[config.mk]
export PLATFORM = sky130hd
export DESIGN_NAME = load_store_unit
export DESIGN_NICKNAME = d
export VERILOG_FILES = /design/src/rtl/load_store_unit.sv
export SDC_FILE = /design/constraint.sdc
export NUM_CORES = 1
export LEC_CHECK = 0
export ABC_AREA = 0
export CAP_MARGIN = 20
export CORE_ASPECT_RATIO = 0.6
export CORE_MARGIN = 5
export CORE_UTILIZATION = 47
export CTS_BUF_LIST = sky130_fd_sc_hd__clkbuf_4 sky130_fd_sc_hd__clkbuf_8
export DETAILED_ROUTE_END_ITERATION = 12
export PLACE_DENSITY = 0.82
export SYNTH_ARGS = -nofsm -noshare
export SYNTH_HDL_FRONTEND = slang
export SYNTH_SLANG_ARGS = --single-unit
[constraint.sdc]
create_clock -name clk -period 3.6 [get_ports clk]
set_clock_uncertainty 0.15 [all_clocks]
set_input_delay 0.54 -clock clk [delete_from_list [all_inputs] [get_ports clk]]
set_output_delay 0.54 -clock clk [all_outputs]
set_load 0.005 [all_outputs]
[src/rtl/load_store_unit.sv]
// Load/store unit between the execute stage and a word-wide data memory
// with 1-cycle registered reads. Handles byte/half/word loads (zero- or
// sign-extended) and stores; sub-word stores use read-modify-write.
// Misaligned, reserved-size and out-of-range requests respond with an
// error and never touch memory.
module load_store_unit #(
  parameter int MEM_SIZE = 4096
) (
  input  logic        clk,
  input  logic        reset,
  input  logic        req_valid,
  output logic        req_ready,
  input  logic        req_write,
  input  logic [1:0]  req_size,
  input  logic        req_signed,
  input  logic [31:0] req_addr,
  input  logic [31:0] req_wdata,
  output logic        resp_valid,
  output logic [31:0] resp_rdata,
  output logic        resp_err,
  output logic [31:0] mem_read_addr,
  input  logic [31:0] mem_read_data,
  output logic        mem_write_en,
  output logic [31:0] mem_write_addr,
  output logic [31:0] mem_write_data
);

  typedef enum logic [2:0] {
    IDLE  = 3'd0,
    LWAIT = 3'd1,
    RMW   = 3'd2,
    ERR   = 3'd3,
    RESP  = 3'd4
  } state_t;

  localparam logic [31:0] MEM_LIMIT = 32'(MEM_SIZE);

  state_t      state;
  logic [31:0] addr_q;
  logic [31:0] wdata_q;
  logic [1:0]  size_q;
  logic        signed_q;
  logic        accept;
  logic        misalign;
  logic        bad;
  logic        word_store;

  // Pick the addressed lane out of a memory word and extend it.
  function automatic logic [31:0] extract_lane(input logic [31:0] word,
                                               input logic [1:0]  off,
                                               input logic [1:0]  size,
                                               input logic        sgn);
    logic [7:0]  b;
    logic [15:0] h;
    logic [31:0] r;
    case (off)
      2'b00:   b = word[7:0];
      2'b01:   b = word[15:8];
      2'b10:   b = word[23:16];
      default: b = word[31:24];
    endcase
    h = off[1] ? word[31:16] : word[15:0];
    case (size)
      2'b00:   r = {{24{sgn & b[7]}}, b};
      2'b01:   r = {{16{sgn & h[15]}}, h};
      default: r = word;
    endcase
    return r;
  endfunction

  // Replace only the addressed lane of a memory word with store data.
  function automatic logic [31:0] merge_lane(input logic [31:0] word,
                                             input logic [31:0] data,
                                             input logic [1:0]  off,
                                             input logic [1:0]  size);
    logic [31:0] r;
    r = word;
    case (size)
      2'b00: begin
        case (off)
          2'b00:   r[7:0]   = data[7:0];
          2'b01:   r[15:8]  = data[7:0];
          2'b10:   r[23:16] = data[7:0];
          default: r[31:24] = data[7:0];
        endcase
      end
      2'b01: begin
        if (off[1]) begin
          r[31:16] = data[15:0];
        end else begin
          r[15:0] = data[15:0];
        end
      end
      default: r = data;
    endcase
    return r;
  endfunction

  assign req_ready  = (state == IDLE);
  assign accept     = req_valid && req_ready;
  assign word_store = req_write && (req_size == 2'b10);

  // Classify the incoming request as a bad access.
  always_comb begin
    misalign = 1'b0;
    case (req_size)
      2'b00:   misalign = 1'b0;
      2'b01:   misalign = req_addr[0];
      2'b10:   misalign = (req_addr[1:0] != 2'b00);
      default: misalign = 1'b1;
    endcase
    bad = misalign || (req_addr >= MEM_LIMIT);
  end

  // Memory-side drive: read/word-write in the accept cycle, merged write in RMW.
  always_comb begin
    mem_read_addr  = {addr_q[31:2], 2'b00};
    mem_write_addr = {addr_q[31:2], 2'b00};
    mem_write_data = wdata_q;
    mem_write_en   = 1'b0;
    if (accept && !bad) begin
      mem_read_addr = {req_addr[31:2], 2'b00};
      if (word_store) begin
        mem_write_en   = 1'b1;
        mem_write_addr = {req_addr[31:2], 2'b00};
        mem_write_data = req_wdata;
      end else begin
        mem_write_en = 1'b0;
      end
    end else if (state == RMW) begin
      mem_write_en   = 1'b1;
      mem_write_data = merge_lane(mem_read_data, wdata_q, addr_q[1:0], size_q);
    end else begin
      mem_write_en = 1'b0;
    end
    if (reset) begin
      mem_write_en = 1'b0;
    end else begin
      mem_write_en = mem_write_en;
    end
  end

  // Control FSM with registered response outputs.
  always_ff @(posedge clk) begin
    if (reset) begin
      state      <= IDLE;
      resp_valid <= 1'b0;
      resp_rdata <= 32'd0;
      resp_err   <= 1'b0;
      addr_q     <= 32'd0;
      wdata_q    <= 32'd0;
      size_q     <= 2'b00;
      signed_q   <= 1'b0;
    end else begin
      resp_valid <= 1'b0;
      resp_err   <= 1'b0;
      case (state)
        IDLE: begin
          if (accept) begin
            addr_q     <= req_addr;
            wdata_q    <= req_wdata;
            size_q     <= req_size;
            signed_q   <= req_signed;
            resp_rdata <= 32'd0;
            if (bad) begin
              state <= ERR;
            end else if (!req_write) begin
              state <= LWAIT;
            end else if (word_store) begin
              state <= RESP;
            end else begin
              state <= RMW;
            end
          end
        end
        LWAIT: begin
          resp_rdata <= extract_lane(mem_read_data, addr_q[1:0], size_q, signed_q);
          state      <= RESP;
        end
        RMW: begin
          state <= RESP;
        end
        ERR: begin
          resp_valid <= 1'b1;
          resp_err   <= 1'b1;
          resp_rdata <= 32'd0;
          state      <= IDLE;
        end
        RESP: begin
          resp_valid <= 1'b1;
          state      <= IDLE;
        end
        default: begin
          state <= IDLE;
        end
      endcase
    end
  end

endmodule

# After elaboration in Yosys (flattened, before gate mapping)
# Cells that the tools add are included.
[totals]
regBits = 104
inputBits = 103
[classes]
n_lt_le_gt_ge = 1
reduce_logical = 16
n_eq_ne = 10
muxes = 32
bitwise = 2
[ops]
columns = ["op", "n"]
rows = [
  ["two-way mux 32 bit", 7],
  ["one-hot mux 32 bit (2 select lines)", 2],
  ["one-hot mux 32 bit (3 select lines)", 1],
  ["two-way mux 16 bit", 3],
  ["two-way mux 8 bit", 6],
  ["greater-or-equal comparator 32 x 13 -> 1 bit (second input constant)", 1],
  ["one-hot mux 8 bit (3 select lines)", 1],
  ["two-way mux 3 bit", 4],
  ["== test 2 x 1 -> 1 bit (second input constant)", 3],
  ["== test 3 x 2 -> 1 bit (second input constant)", 2],
  ["zero test 2 bit", 3],
  ["two-way mux 1 bit", 6],
  ["one-hot mux 3 bit (2 select lines)", 1],
  ["== test 2 bit (second input constant)", 2],
  ["AND reduction 2 bit", 2],
  ["OR reduction 2 bit", 2],
  ["== test 3 x 1 -> 1 bit (second input constant)", 1],
  ["== test 3 bit (second input constant)", 1],
  ["logical AND 1 bit", 3],
  ["zero test 3 bit", 1],
  ["one-hot mux 1 bit (3 select lines)", 1],
  ["nonzero test 3 bit", 1],
  ["OR reduction 3 bit", 1],
  ["AND 1 bit", 2],
  ["4 further kinds", 4],
]

# Logic depth before layout (Yosys ltp)
[logic_depth]
ltp_word = 7
mapped_depth = 8
mapped_depth_nobuf = 4

# Worst setup path before layout
# Ideal clock, no wire load.
[synth_timing]
path_type = "input to output"
from = "input req_addr[27]"
to = "output mem_write_addr[10]"
path_stages = 4
path_buffers = 0
setup_slack_ps = 710
t_arrival_ps = 2200
cell_sequence = "or4_4 o21bai_1 nor4_4 mux2_2"
[synth_via]
elab_chain_len = 5
[synth_lines]
columns = ["item", "line", "source"]
rows = [
  ["start, declared", "16", "input logic [31:0] req_addr,"],
  ["greater-or-equal comparator 32 x 13 -> 1 bit", "112", "bad = misalign || (req_addr >= MEM_LIMIT);"],
  ["logical OR 1 bit", "112", ""],
  ["zero test 1 bit", "121", "if (accept && !bad) begin"],
  ["logical AND 1 bit", "121", ""],
  ["two-way mux 32 bit", "121", ""],
  ["end, declared", "24", "output logic [31:0] mem_write_addr,"],
]
# Every way passes these cells.

# Final worst setup path
[layout_timing]
from = "input req_addr[27]"
to = "output mem_write_data[28]"
[layout_via]
elab_chain_len = 5
[layout_lines]
columns = ["item", "line", "source"]
rows = [
  ["greater-or-equal comparator 32 x 13 -> 1 bit", "112", ""],
  ["logical OR 1 bit", "112", ""],
  ["zero test 1 bit", "121", ""],
  ["logical AND 1 bit", "121", ""],
  ["two-way mux 32 bit", "121", ""],
  ["end, declared", "25", "output logic [31:0] mem_write_data"],
]
# Every way passes these cells.

==> impl_summary.log <==
[metrics] CP Max Fanout: 4
[metrics] dpl cells: 1175
[metrics] gr ovfl total: 0
[metrics] Iter 0 DRT Violations: roughly 740
[metrics] total half-perimeter wirelength after legalization and detailed placement: approximately 18000 um
[metrics] status: finished, final reports clean
[metrics] sequential-to-total area share from yosys stat: 32.5%
[metrics] post-DR vias/cell: 5.87
[metrics] Max-Cap Viols: 0
[metrics] clk sink count: around 100
[metrics] path type of the worst setup path: in -> out
[metrics] Global Route Usage Sum: 29.7%
[metrics] Final TNS setup: 0 ns
[metrics] maximum level of the CTS H-tree: 3
[metrics] via count of the routed design: 7088
[metrics] Clock Tree Buf Depth: 2
[metrics] Max Transition Viols Final: 0
[metrics] clock transition at the register clock pins on the worst setup and hold paths after CTS: 0.11 ns
[metrics] endpoint arrival time on the critical path: 2.86 ns
[metrics] clock tree from TritonCTS: done
[metrics] power per unit of standard cell area: 310 nW/um2
[metrics] gate count after technology mapping: 795
[metrics] cells along the critical path: dlygate4sd2_1, or4_4, buf_6, nor4_4, buf_4, buf_6, buf_12, buf_4, buf_6, mux2i_4, buf_2
[metrics] num ports: roughly 240
[metrics] max_slew headroom: 49.0%
[metrics] critical path's slowest cell: or4_4
[metrics] type of the tightest min-delay check: in -> reg
[metrics] launching element type of the critical path: primary input
[metrics] detailed-route DRC error count: 0
[metrics] required time of the worst setup path: around 2.9 ns
[metrics] number of port buffers: 230
[metrics] width of the die: approximately 160 um
[metrics] worst slew pin tran: 0.765 ns
[metrics] count of standard-cell rows: 33
[metrics] crit end category: output pin
[metrics] via count of the first global-routing pass: 6720
[metrics] Leakage Power: 4.30 nW
[metrics] Worst-Skew Late Latency: 0.38 ns
[metrics] first drt pass iteration count: 5
[metrics] Netlist cell types: 50
[metrics] fillcell total: roughly 1100
[metrics] number of synthesized register bits: roughly 100
[metrics] synthesis-to-finish area growth: 47.4%
[metrics] cell area after synthesis: 6410 um2
[metrics] Nets: 1131
[metrics] most used flip-flop cell after synthesis: dfxtp_1
[metrics] die area: 16100 um2
[metrics] synth warn: 0
[metrics] fraction of layout cells with a size suffix above 1: 14.1%
[metrics] largest net degree at the start of global routing: 68
[metrics] FF/Latch Area: 2080 um2
[metrics] TritonCTS Buffers: 9
[metrics] async set or reset register ratio after synthesis: 0%
[metrics] highest clock frequency the design can meet: roughly 280 MHz
[metrics] Std-Cell Core Area: 13500 um2
[metrics] count of final hold-check violations: 0
[metrics] multi-input combinational cell area: 4090 um2
[metrics] final clock period utilization by the worst path: a little over nine tenths
[metrics] largest vdd supply drop: around 0.00019 V
[metrics] number of diodes: 0
[metrics] average size of a mapped cell: 8.06 um2
[metrics] average routed wire per standard cell: 20.8 um
[metrics] placer congestion estimate: 0.968
[metrics] shortest period the worst path allows: 3.55 ns
[metrics] clock root buffer: clkbuf_8
[metrics] count of flip-flops with a built-in enable after synthesis: 0
[metrics] residual antenna-violating net count after detailed routing: 0
[metrics] number of buffers added to fix hold violations after cts: 0
[metrics] vertical die dimension: 100 um
[metrics] wire length of the first global-routing pass: approximately 38000 um
[metrics] antenna violations before repair: 0
[metrics] initial core utilization: 47.4%
[metrics] setup repair after global routing missed its margin: yes
[metrics] cell repeated most along the worst path: buf_6
[metrics] non-filler cells in the finished layout: 1207
[metrics] WL final: 25100 um
[metrics] Final setup viols: 0
[metrics] delay contributed by the slowest stage of the critical path: between 0.5 and 0.6 ns
-- flip-flops by register name (all words and copies together), names as in the netlist --
signal / flops
addr_q: 32
resp_rdata: 32
wdata_q: 32
state: 3
size_q: 2
resp_err: 1
resp_valid: 1
signed_q: 1
-- worst max-delay path, delay by kind of cell --
kind / cells / cell delay, ns
buf+inv: 8 / 1.23
mux: 1 / 0.25
simple gates: 2 / 0.83
-- Yosys cell counts, drive strengths merged, types with 2 or more instances --
| master | n | area, um2 |
|---|---|---|
| a2111oi | 8 | 70.1 |
| a211o | 16 | 140 |
| a211oi | 3 | 22.5 |
| a21o | 7 | 52.6 |
| a21oi | 96 | 480 |
| a221o | 18 | 180 |
| a221oi | 7 | 61.3 |
| a22o | 2 | 17.5 |
| a22oi | 8 | 60.1 |
| a31o | 16 | 140 |
| and2 | 21 | 131 |
| and3 | 8 | 50.1 |
| and3b | 8 | 70.1 |
| buf | 23 | 126 |
| clkbuf | 52 | 195 |
| dfxtp | 104 | 2080 |
| inv | 15 | 56.3 |
| mux2 | 23 | 259 |
| mux2i | 87 | 871 |
| nand2 | 147 | 552 |
| nand2b | 10 | 62.6 |
| nand3 | 9 | 45.0 |
| nand3b | 3 | 22.5 |
| nor2 | 34 | 128 |
| nor2b | 23 | 144 |
| nor3 | 3 | 20.0 |
| nor3b | 3 | 22.5 |
| nor4 | 6 | 67.6 |
| nor4b | 2 | 30.0 |
| o21ai | 12 | 63.8 |
| o21bai | 2 | 15.0 |
| o221ai | 6 | 52.6 |
| or4 | 3 | 26.3 |
-- cell type report --
cell class	instances	share of cell area, %
Tap cell	175	2.32
Clock buffer	9	1.31
Sequential cell	104	22.1
Multi-Input combinational cell	604	43.3
Inverter	15	0.596
Timing Repair Buffer	294	29.9
Clock inverter	6	0.543
-- what timing repair did --
item                       in CTS  in global routing
resized for setup             128                 43
setup endpoints to repair      93                 58
gates cloned                    3                  0
pin swaps                       6                  5
setup buffers                   9                  5
-- per-stage QoR --
| stage | util, % | area [um2] | setup slack (ns) | hold slack [ns] | total power, mW |
|---|---|---|---|---|---|
| global route | 70.0 | 9450 | -0.0314 | 0.323 | 3.05 |
| CTS | 68.9 | 9300 | -0.0730 | 0.323 | 2.91 |
| detailed placement | 66.8 | 9020 | -0.425 | 0.294 | 2.25 |
| floorplan | - | 6420 | 0.710 | 0.290 | 1.74 |
| finish | 70.0 | 9450 | 0.0516 | 0.306 | 2.93 |
| global placement | 66.8 | 9020 | -0.358 | 0.285 | 2.23 |
-- cells by family after synthesis --
group	count (synthesis)	synth area share [%]
mux	111	18.0
xor+xnor	1	0.137
other cells	1	0.0585
flops	104	32.5
compound gates	204	21.5
buf+inv	90	5.90
simple gates	284	21.9
-- routing by layer --
metal  vias up  track usage (%)  part of all wire, %
met5         -                0                    0
met4         0             6.16                  1.5
met3        25             11.7                   12
met2       402             41.0                   41
met1      3363             43.5                   45
li1       3298                -                    -
-- power breakdown --
part	internal [mW]	switching [mW]
Clock	0.261	0.461
Combinational	0.447	0.463
Sequential	1.22	0.0757
Total	1.93	0.999
-- path summary, 6_finish.rpt --
check                                           to  slack, ns            from  cells past startpoint
worst max register to register       resp_rdata[9]       1.17       addr_q[1]                      5
worst min-delay path                    addr_q[14]       0.31    req_addr[14]                      3
worst min register to register      resp_rdata[10]       0.32  resp_rdata[10]                      1
worst max-delay path            mem_write_data[28]       0.05    req_addr[27]                     11
-- cells in the final DEF, fill, tap and decap left out, types with 4 or more instances in the layout --
master,synthesis,layout
and3b_1,8,8
a21oi_1,96,94
a211o_1,16,16
clkdlybuf4s50_1,0,127
nand3_1,9,9
a221oi_1,7,7
a21o_1,7,7
dlygate4sd2_1,0,81
nand2_1,147,146
clkbuf_8,0,9
conb_1,1,4
and3_1,8,8
mux2i_2,0,5
a221o_1,18,18
nand2b_1,10,10
dlymetal6s2s_1,0,10
buf_6,0,9
dfxtp_1,104,102
nor2_1,34,34
a22oi_1,8,8
buf_4,8,46
mux2_2,11,11
mux2_1,12,12
inv_1,15,15
o221ai_1,6,6
and2_1,21,20
buf_2,8,7
a2111oi_0,8,7
nor2b_1,23,23
a31o_2,16,16
o21ai_0,11,11
mux2i_4,0,4
buf_12,0,6
mux2i_1,87,78
No activity file was read; power rests on OpenSTA's default activity.
==> RTL change, RTL diff (config.mk and constraints unchanged) <==
Put one more register stage on the output `resp_err`, with the module's reset. The value now appears one clock later. The other outputs are not delayed to match.
--- a/src/rtl/load_store_unit.sv
+++ b/src/rtl/load_store_unit.sv
@@ -37,2 +37,4 @@
 
+  logic resp_err_s0;
+
   state_t      state;
@@ -148,3 +150,3 @@
       resp_rdata <= 32'd0;
-      resp_err   <= 1'b0;
+      resp_err_s0 <= 1'b0;
       addr_q     <= 32'd0;
@@ -155,3 +157,3 @@
       resp_valid <= 1'b0;
-      resp_err   <= 1'b0;
+      resp_err_s0 <= 1'b0;
       case (state)
@@ -184,3 +186,3 @@
           resp_valid <= 1'b1;
-          resp_err   <= 1'b1;
+          resp_err_s0 <= 1'b1;
           resp_rdata <= 32'd0;
@@ -199,2 +201,10 @@
 
+  always_ff @(posedge clk) begin
+    if (reset) begin
+      resp_err <= '0;
+    end else begin
+      resp_err <= resp_err_s0;
+    end
+  end
+
 endmodule
Check against the original RTL: not equivalent (Yosys sat finds a counterexample within 4 cycles, from zero or initial values and one cycle with reset high).
==> RTL change against the original RTL <==
Sequential cell count up 1. Utilization up 1.6 points. Worst setup slack worse by 0.013 ns. Final cell count up 1.9%. Sequential power about the same. Wire length down 5.4%. Total power up 2.9%. Cell area down 1.4%. Count of clock-buffer cells in the layout up 2. Synthesized area down 1.4%. Critical path type unchanged.
==> RTL change: results (changes against the original RTL) <==
Yosys
Top post-synthesis cells by area: sky130_fd_sc_hd__dfxtp_1 33%, sky130_fd_sc_hd__nand2_1 11%, sky130_fd_sc_hd__mux2i_1 10% (was sky130_fd_sc_hd__dfxtp_1 33%, sky130_fd_sc_hd__mux2i_1 14%, sky130_fd_sc_hd__nand2_1 8.6%). Top post-synthesis cells by count: 193 x sky130_fd_sc_hd__nand2_1, 105 x sky130_fd_sc_hd__a21oi_1, 105 x sky130_fd_sc_hd__dfxtp_1 (was 147 x sky130_fd_sc_hd__nand2_1, 104 x sky130_fd_sc_hd__dfxtp_1, 96 x sky130_fd_sc_hd__a21oi_1). The number of unique standard cell types used by synthesis is 49 (was 50).

The sequential share of the synthesized area came to 33.3% (was 32.5%). The complex-gate fraction of the synthesized area came to 20.9% (was 21.5%). The multiplexer share of the synthesized area is 16.2% (was 18.0%). The post-synthesis xor/xnor area fraction is 0% (was 0.137%).

GRT
The first-pass GRT wire length came to 36700 um (was 38000 um). The via count of the first global-routing pass came to 6732 (was 6720). The number of antenna violations at the first check in global routing came to 1 (was 0). The total routing usage reported by global routing is 28.4% (was 29.7%). The maximum number of pins on one net before global-route repair is 54 (was 68).

Critical path
The end of the critical path is mem_write_addr[3] (was mem_write_data[28]). The highest-delay cell along the critical path is sky130_fd_sc_hd__clkdlybuf4s50_1 (was sky130_fd_sc_hd__or4_4). The setup slack on the worst flop-to-flop path is 0.91 ns (was 1.17 ns). The length in cells of the worst reg-to-reg path was 7 (was 5). The maximum net fanout on the critical path came to 11 (was 4). The largest incremental delay on the critical path is 0.49 ns (was 0.58 ns). The timing startpoint of the critical path is req_addr[20] (was req_addr[27]).

The endpoint of the lowest-slack register-to-register path is resp_rdata[15] (was resp_rdata[9]). The data arrival time of the critical path was 2.87 ns (was 2.86 ns).

Finish
The filler cell count in the final layout is 1050 (was 1109). The share of layout cells above drive strength 1 is 10.8% (was 14.1%). The number of nets at the end of the flow is 1157 (was 1131).

Drt
The via total after detailed routing is 7035 (was 7088). The DRC marker count from the first detailed-route iteration is 496 (was 741). The wire length after detailed routing is 23700 um (was 25100 um).

Hold path
The startpoint of the worst hold path is req_addr[24] (was req_addr[14]). The endpoint of the worst hold path is addr_q[24] (was addr_q[14]).

Status
Outcome: finished, final reports clean (unchanged).

Clock network
The number of clock buffers inserted by TritonCTS came to 9 (unchanged). The clock-pin transition on the worst setup and hold timing paths was 0.11 ns (about the same).

Place
The sum of net half-perimeters after detailed placement is 17000 um (was 18200 um).

Power and ir drop
The largest voltage drop on the vdd net is 0.194 mV (was 0.189 mV). The static power due to leakage is 4.10 nW (was 4.30 nW).

STA
The smallest setup slack after layout is 0.0386 ns (was 0.0516 ns). The worst-margin pin slew is 0.651 ns (was 0.765 ns).
RTL change: logic make-up after synthesis:
family,count (synthesis)
simple gates,330
compound gates,221
flops,105
mux,98
buf+inv,80
other cells,1
RTL change: worst register-to-register path, delay by kind of cell, from the launching register on:
family	cells	cell delay [ns]
AO/OA/AOI/OAI	3	0.77
buffers and inverters	2	0.63
flip-flops	1	0.51
multiplexers	1	0.35
AND/OR/NAND/NOR	1	0.19
RTL change: power breakdown:
group,leakage [nW],switching (mW),total (mW),internal (mW)
sequential,0.857,0.0704,1.30,1.23
combinational,3.13,0.417,0.861,0.444
clock,0.114,0.426,0.850,0.424
total,4.10,0.913,3.01,2.10
RTL change: cell type report:
cell class,instances,area share [%]
Antenna cell,1,0.0269
Clock buffer,11,1.56
Clock inverter,5,0.913
Inverter,5,0.201
Multi-Input combinational cell,653,42.1
Sequential cell,105,22.6
Tap cell,170,2.28
Timing Repair Buffer,280,30.4
RTL change: through the flow:
stage                     std cells  TNS [ns]  util, %  hold WS (ns)  area [sq um]
after CTS                      1224   -0.0462     70.4         0.316          9170
after floorplan                 838         0        -         0.264          6320
after detailed placement       1202     -4.16     68.0         0.294          8850
final                          1230         0     71.6         0.304          9320
after global placement         1202     -3.19     68.0         0.286          8850
after global routing           1230     -1.28     71.6         0.300          9320
RTL change: metal layers:
metal  part of all wire, %  global-route usage [%]  wire (um)
met1                    44                    38.9      10400
met2                    43                    43.5      10300
met3                    11                    8.78       2610
met4                   1.8                    8.00        431
met5                     0                       0          0
RTL change: what timing repair did:
action / in CTS / in global routing
cloned: 2 / 2
hold buffers: 0 / 0
resized for setup: 44 / 20
buffers inserted: 4 / 3
endpoints found under the setup margin: 66 / 40
pin swaps: 4 / 6
